$ cat src/rtl/math_recon.sv
// -----------------------------------------------------------------------------
// math_recon
// Rebuilds a 4-bit dividend from a (divisor, quotient, remainder) triple as
// a = q*d + r using a 4-step shift-add multiplier, and flags illegal triples.
// Acts as a reconstruction / self-check stage behind the div/mod datapath.
//
// Ports
//   clk        in   1  clock, rising edge
//   rst_n      in   1  asynchronous active-low reset
//   in_valid   in   1  input triple present
//   in_ready   out  1  block can accept a triple (IDLE only)
//   in_d       in   4  divisor, unsigned
//   in_q       in   4  quotient, unsigned
//   in_r       in   4  remainder, unsigned
//   out_valid  out  1  result present (DONE only)
//   out_ready  in   1  consumer accepts the result
//   out_a      out  8  reconstructed dividend q*d + r
//   out_err    out  1  illegal triple: d == 0 or r >= d
//   out_ovf    out  1  result exceeds 15 (outside the 4-bit dividend range)
// -----------------------------------------------------------------------------
module math_recon (
    input  logic       clk,
    input  logic       rst_n,
    input  logic       in_valid,
    output logic       in_ready,
    input  logic [3:0] in_d,
    input  logic [3:0] in_q,
    input  logic [3:0] in_r,
    output logic       out_valid,
    input  logic       out_ready,
    output logic [7:0] out_a,
    output logic       out_err,
    output logic       out_ovf
);

    typedef enum logic [1:0] {
        S_IDLE = 2'd0,
        S_MUL  = 2'd1,
        S_ADD  = 2'd2,
        S_DONE = 2'd3
    } state_t;

    state_t      r_state;
    state_t      w_state_nxt;

    logic [3:0]  r_q;
    logic [3:0]  r_r;
    logic [7:0]  r_acc;
    logic [7:0]  r_mcand;
    logic [1:0]  r_step;
    logic [7:0]  r_out_a;
    logic        r_out_err;
    logic        r_out_ovf;

    logic        w_illegal;
    logic [7:0]  w_sum;

    // Result does not fit back into the 4-bit dividend range.
    function automatic logic f_exceeds_nibble(input logic [7:0] val);
        return (val > 8'd15);
    endfunction

    assign w_illegal = (in_d == 4'd0) || (in_r >= in_d);
    // Max 15*15 + 14 = 239, so the 8-bit sum never wraps.
    assign w_sum     = r_acc + {4'b0000, r_r};

    assign in_ready  = (r_state == S_IDLE);
    assign out_valid = (r_state == S_DONE);
    assign out_a     = r_out_a;
    assign out_err   = r_out_err;
    assign out_ovf   = r_out_ovf;

    // ---- state register ----
    always_ff @(posedge clk or negedge rst_n) begin
        if (!rst_n) begin
            r_state <= S_IDLE;
        end else begin
            r_state <= w_state_nxt;
        end
    end

    // ---- next-state decode ----
    always_comb begin
        w_state_nxt = r_state;
        case (r_state)
            S_IDLE: begin
                if (in_valid) begin
                    w_state_nxt = w_illegal ? S_DONE : S_MUL;
                end
            end
            S_MUL: begin
                if (r_step == 2'd3) begin
                    w_state_nxt = S_ADD;
                end
            end
            S_ADD: begin
                w_state_nxt = S_DONE;
            end
            S_DONE: begin
                if (out_ready) begin
                    w_state_nxt = S_IDLE;
                end
            end
            default: begin
                w_state_nxt = S_IDLE;
            end
        endcase
    end

    // ---- datapath ----
    always_ff @(posedge clk or negedge rst_n) begin
        if (!rst_n) begin
            r_q       <= 4'd0;
            r_r       <= 4'd0;
            r_acc     <= 8'd0;
            r_mcand   <= 8'd0;
            r_step    <= 2'd0;
            r_out_a   <= 8'd0;
            r_out_err <= 1'b0;
            r_out_ovf <= 1'b0;
        end else begin
            case (r_state)
                S_IDLE: begin
                    if (in_valid) begin
                        r_q     <= in_q;
                        r_r     <= in_r;
                        r_acc   <= 8'd0;
                        r_mcand <= {4'b0000, in_d};
                        r_step  <= 2'd0;
                        // Illegal triples skip the multiplier; the result
                        // registers are loaded here because ADD is bypassed.
                        if (w_illegal) begin
                            r_out_a   <= 8'd0;
                            r_out_err <= 1'b1;
                            r_out_ovf <= 1'b0;
                        end
                    end
                end
                S_MUL: begin
                    // One quotient bit per cycle, LSB first.
                    if (r_q[r_step]) begin
                        r_acc <= r_acc + r_mcand;
                    end
                    r_mcand <= r_mcand << 1;
                    r_step  <= r_step + 2'd1;
                end
                S_ADD: begin
                    r_out_a   <= w_sum;
                    r_out_ovf <= f_exceeds_nibble(w_sum);
                    r_out_err <= 1'b0;
                end
                default: begin
                    // DONE: results hold until the output handshake.
                end
            endcase
        end
    end

endmodule
$ cat config.mk
export PLATFORM = sky130hd
export DESIGN_NAME = math_recon
export DESIGN_NICKNAME = d
export VERILOG_FILES = /design/src/rtl/math_recon.sv
export SDC_FILE = /design/constraint.sdc
export NUM_CORES = 1
export LEC_CHECK = 0
export ABC_AREA = 1
export CORE_UTILIZATION = 60
export CTS_CLUSTER_DIAMETER = 200
export DETAILED_ROUTE_END_ITERATION = 10
export PLACE_DENSITY = 0.95
export RECOVER_POWER = 25
export SLEW_MARGIN = 20
export SYNTH_ARGS = -nofsm -noshare
export SYNTH_HDL_FRONTEND = slang
export SYNTH_SLANG_ARGS = --single-unit
export TNS_END_PERCENT = 50
$ cat constraint.sdc
create_clock -name clk -period 3.38 [get_ports clk]
set_clock_uncertainty 0.05 [all_clocks]
set_input_delay 0.676 -clock clk [delete_from_list [all_inputs] [get_ports clk]]
set_output_delay 0.676 -clock clk [all_outputs]
set_load 0.01 [all_outputs]
==> out/summary.md <==
At the end of routability-driven placement, the weighted congestion stood at 0.873. The number of setup violations in the final report was 0; the flop and latch count out of synthesis was 38. For this design the top-level I/O count stands at 28.

The run finished, with violations left. TritonCTS built the clock tree. The clock reaches the later pin of the worst-skew pair after 300 ps.

For the wire length after detailed routing, the log shows 4880 um. After the last flow step, the layout net total stands at 357. The sequential element share of the synthesized area came out at 40.7%.

Gates resized during post-CTS repair numbered 0. On the worst path, the slowest cell contributes a delay of 510 ps. Buffers inserted to repair hold after CTS numbered 0. After clock tree synthesis, the clock-pin slew on the worst setup and hold paths is 70 ps. The wire length of the first global-routing pass was 8470 um. The number of distinct standard cells referenced by the synthesized netlist is 30. After detailed routing, the average wire length per cell comes to 13.3 um. STA classifies the critical path startpoint as an input port.

After routing the design area is 2740 um2. 0 antenna diodes ended up in the layout. VDD sags by at most 456 uV.

During placement, the flow inserted port buffers numbering 27. The final hold slack was 443 ps. For this design, the sink count on the clock tree is 38.

Of the available clock period, the critical path in the final layout requires 74.8%. The area fraction of the dominant cell type after synthesis was 40.7%; the slew at the pin closest to its max-slew limit was 2000 ps. After detailed routing, the number of vias per cell comes to 5.44.

For the total of max-cap violations, the log shows 1. Setup total negative slack on the finished layout was measured at 0 ps. The placed instances occupy a cell area of 2650 um2. STA classifies the critical path endpoint as a register. Summing every instance area after synthesis gives 2340 um2. From left edge to right edge, the die measures 64.4 um. The placeable core area is 3690 um2. The via total after detailed routing was 2,003; the worst slew margin relative to its limit was -33.4%. The global routing stage identified its most utilized layer as met2.

The die height was 64.4 um. The floorplan has 22 rows. The clock period minus worst slack works out to 2530 ps. The number of max-slew violations in the final report is 39. The initial core utilization was 63.3%; the number of nets produced by synthesis was 325. Setup repair after global routing left no endpoint under its margin. The cell area power density was 819 nW/um2.

Summed over all nets, the half-perimeter wirelength after detailed placement is 3600 um. The largest individual stage delay along the critical path comes from the cell sky130_fd_sc_hd__clkdlybuf4s50_1. Walking the worst path, the cells encountered are clkdlybuf4s50_1 -> inv_1 -> ha_1 -> nand2_1 -> inv_1 -> nand2_1 -> nand4_1 -> o21ai_2 -> nor2_4 -> nand2_1 -> nand2_1. The antenna violation net count after detailed routing came out at 0.

Entering global routing, the biggest net connects 39 pins. The first routing iteration left 125 violations. Cell type group with the largest total delay on the critical path: buffers and inverters.

The number of clock buffers inserted by TritonCTS was 5; the largest fanout on the critical path was 12. After synthesis, the mean cell area works out to 8.14 um2. The checks that failed: max-capacitance violations, max-slew violations. The analysis attributes to cell leakage a power of 1.44 nW.

The data arrival time of the worst path was 2670 ps; the initial antenna violation count was 0. The buffers inserted during post-CTS setup optimization is 0, and the all-layer global routing usage is 27.0%. The tools report the number of hold-slack violations in the final timing report as 0. Most numerous cell on the critical path: sky130_fd_sc_hd__nand2_1. The die covers 4150 um2.

The Yosys step of the flow raised 0 warnings. For this run, asynchronously set or reset flops after synthesis account for 100%. The layout overhead on the synthesized area is 17.1%.

The first detailed-routing pass took 5 iterations. The met3 usage came out at 5.89%. The largest total area in the synthesized netlist belongs to sky130_fd_sc_hd__dfrtp_1.

The number of standard cells after synthesis is 287. The cell sitting at the root of the clock tree is a sky130_fd_sc_hd__clkbuf_8. The tools report the worst endpoint required time as 3520 ps. The run gives 395 MHz as the achievable frequency.

Maximum level of the CTS H-tree: 2. The share of post-route cells with drive strength above 1 works out to 9.06%. By instance count, the leading cell after synthesis is sky130_fd_sc_hd__nand2_1. Via count of the first global-routing pass: 1,908. The clock passes through at most 2 buffers. The residual overflow from global routing is 0, and the fraction of met1 tracks used by global routing is 33.6%. The commonest cells after synthesis are sky130_fd_sc_hd__nand2_1 (104), sky130_fd_sc_hd__dfrtp_1 (38), sky130_fd_sc_hd__inv_1 (29). The class of the worst hold path was register to register. After synthesis, the cell types taking the most area are sky130_fd_sc_hd__dfrtp_1 (41%), sky130_fd_sc_hd__nand2_1 (17%), sky130_fd_sc_hd__ha_1 (11%).

The tools report the met2 global-route usage as 45.8%. The worst setup path is of the input port to register kind. The number of DRC violations after detailed routing was 0. The number of flops mapped to enable cells by yosys came out at 0. Leading register cell type out of synthesis: sky130_fd_sc_hd__dfrtp_1.

The count of buffer and inverter cells on the critical path was 3.
==> power by group <==
group / total, mW / switching, mW / internal, mW
logic: 1.14 / 0.699 / 0.444
registers: 0.773 / 0.147 / 0.626
clock network: 0.324 / 0.160 / 0.164
==> sequential cells by signal, indices dropped and copies added (netlist names) <==
signal,flops
r_state,2
r_r,4
out_err,1
r_mcand,8
out_ovf,1
r_acc,8
r_q,4
r_step,2
out_a,8
==> metal layers <==
layer / vias to the layer above / share of wire, % / wire length (um)
met2: 58 / 50 / 2430
met3: 7 / 4.0 / 196
met1: 950 / 44 / 2170
met5: - / 0 / 0
li1: 988 / - / -
met4: 0 / 1.7 / 85
==> final cells by class <==
type	count	area [um2]
clock buffer	7	86.3
multi-input combinational	211	1230
clock inverter	1	5.00
tap	48	60.1
inverter	36	140
fill	263	953
timing repair buffer	27	264
sequential	38	951
==> cells in the final DEF, fill, tap and decap left out, drive strengths merged, types with 6 or more instances in the layout <==
master,count
nand2,106
dfrtp,38
inv,35
clkdlybuf4s50,26
ha,20
o21ai,19
nand3,15
nor2,12
a21oi,10
clkbuf,8
nand4,6
xor2,6
==> path summary, 6_finish.rpt <==
| path | end | from | slack [ps] | cells after the start |
|---|---|---|---|---|
| max | out_a[6] | in_d[3] | 850 | 11 |
| min | out_a[6] | out_a[6] | 440 | 2 |
| max reg2reg | out_ovf | r_acc[0] | 1490 | 9 |
| min reg2reg | out_a[6] | out_a[6] | 440 | 2 |
| max in group asynchronous | r_mcand[5] | rst_n | 1250 | 1 |
| min in group asynchronous | r_acc[4] | rst_n | 890 | 1 |
==> cells by family after synthesis <==
group / synth area share (%)
flip-flops: 40.7
AND/OR/NAND/NOR: 26.2
adder cells (fa/ha/maj): 12.4
XOR/XNOR: 2.62
buffers and inverters: 6.69
AO/OA/AOI/OAI: 11.3
==> worst reg2reg max path, cell delays in order (launching register included) <==
cell and delay [ps]:
sky130_fd_sc_hd__dfrtp_1 420, sky130_fd_sc_hd__ha_1 250, sky130_fd_sc_hd__fa_1 410, sky130_fd_sc_hd__nand3_1 100, sky130_fd_sc_hd__nand2_1 110, sky130_fd_sc_hd__xor2_1 180, sky130_fd_sc_hd__nor2_1 110, sky130_fd_sc_hd__nand2_1 60
sky130_fd_sc_hd__nand2_1 50, sky130_fd_sc_hd__nand2_1 50
==> metrics by stage <==
| step | worst slack, ps | total power, mW | cells | utilization (%) |
|---|---|---|---|---|
| after global placement | 655 | 1.84 | 360 | 71.7 |
| after floorplan | 1520 | 1.58 | 287 | - |
| after global routing | 677 | 2.42 | 368 | 74.2 |
| final | 850 | 2.24 | 368 | 74.2 |
| after detailed placement | 566 | 1.89 | 360 | 71.7 |
| after CTS | 877 | 2.23 | 368 | 74.2 |
(Power assumes the default switching activity.)
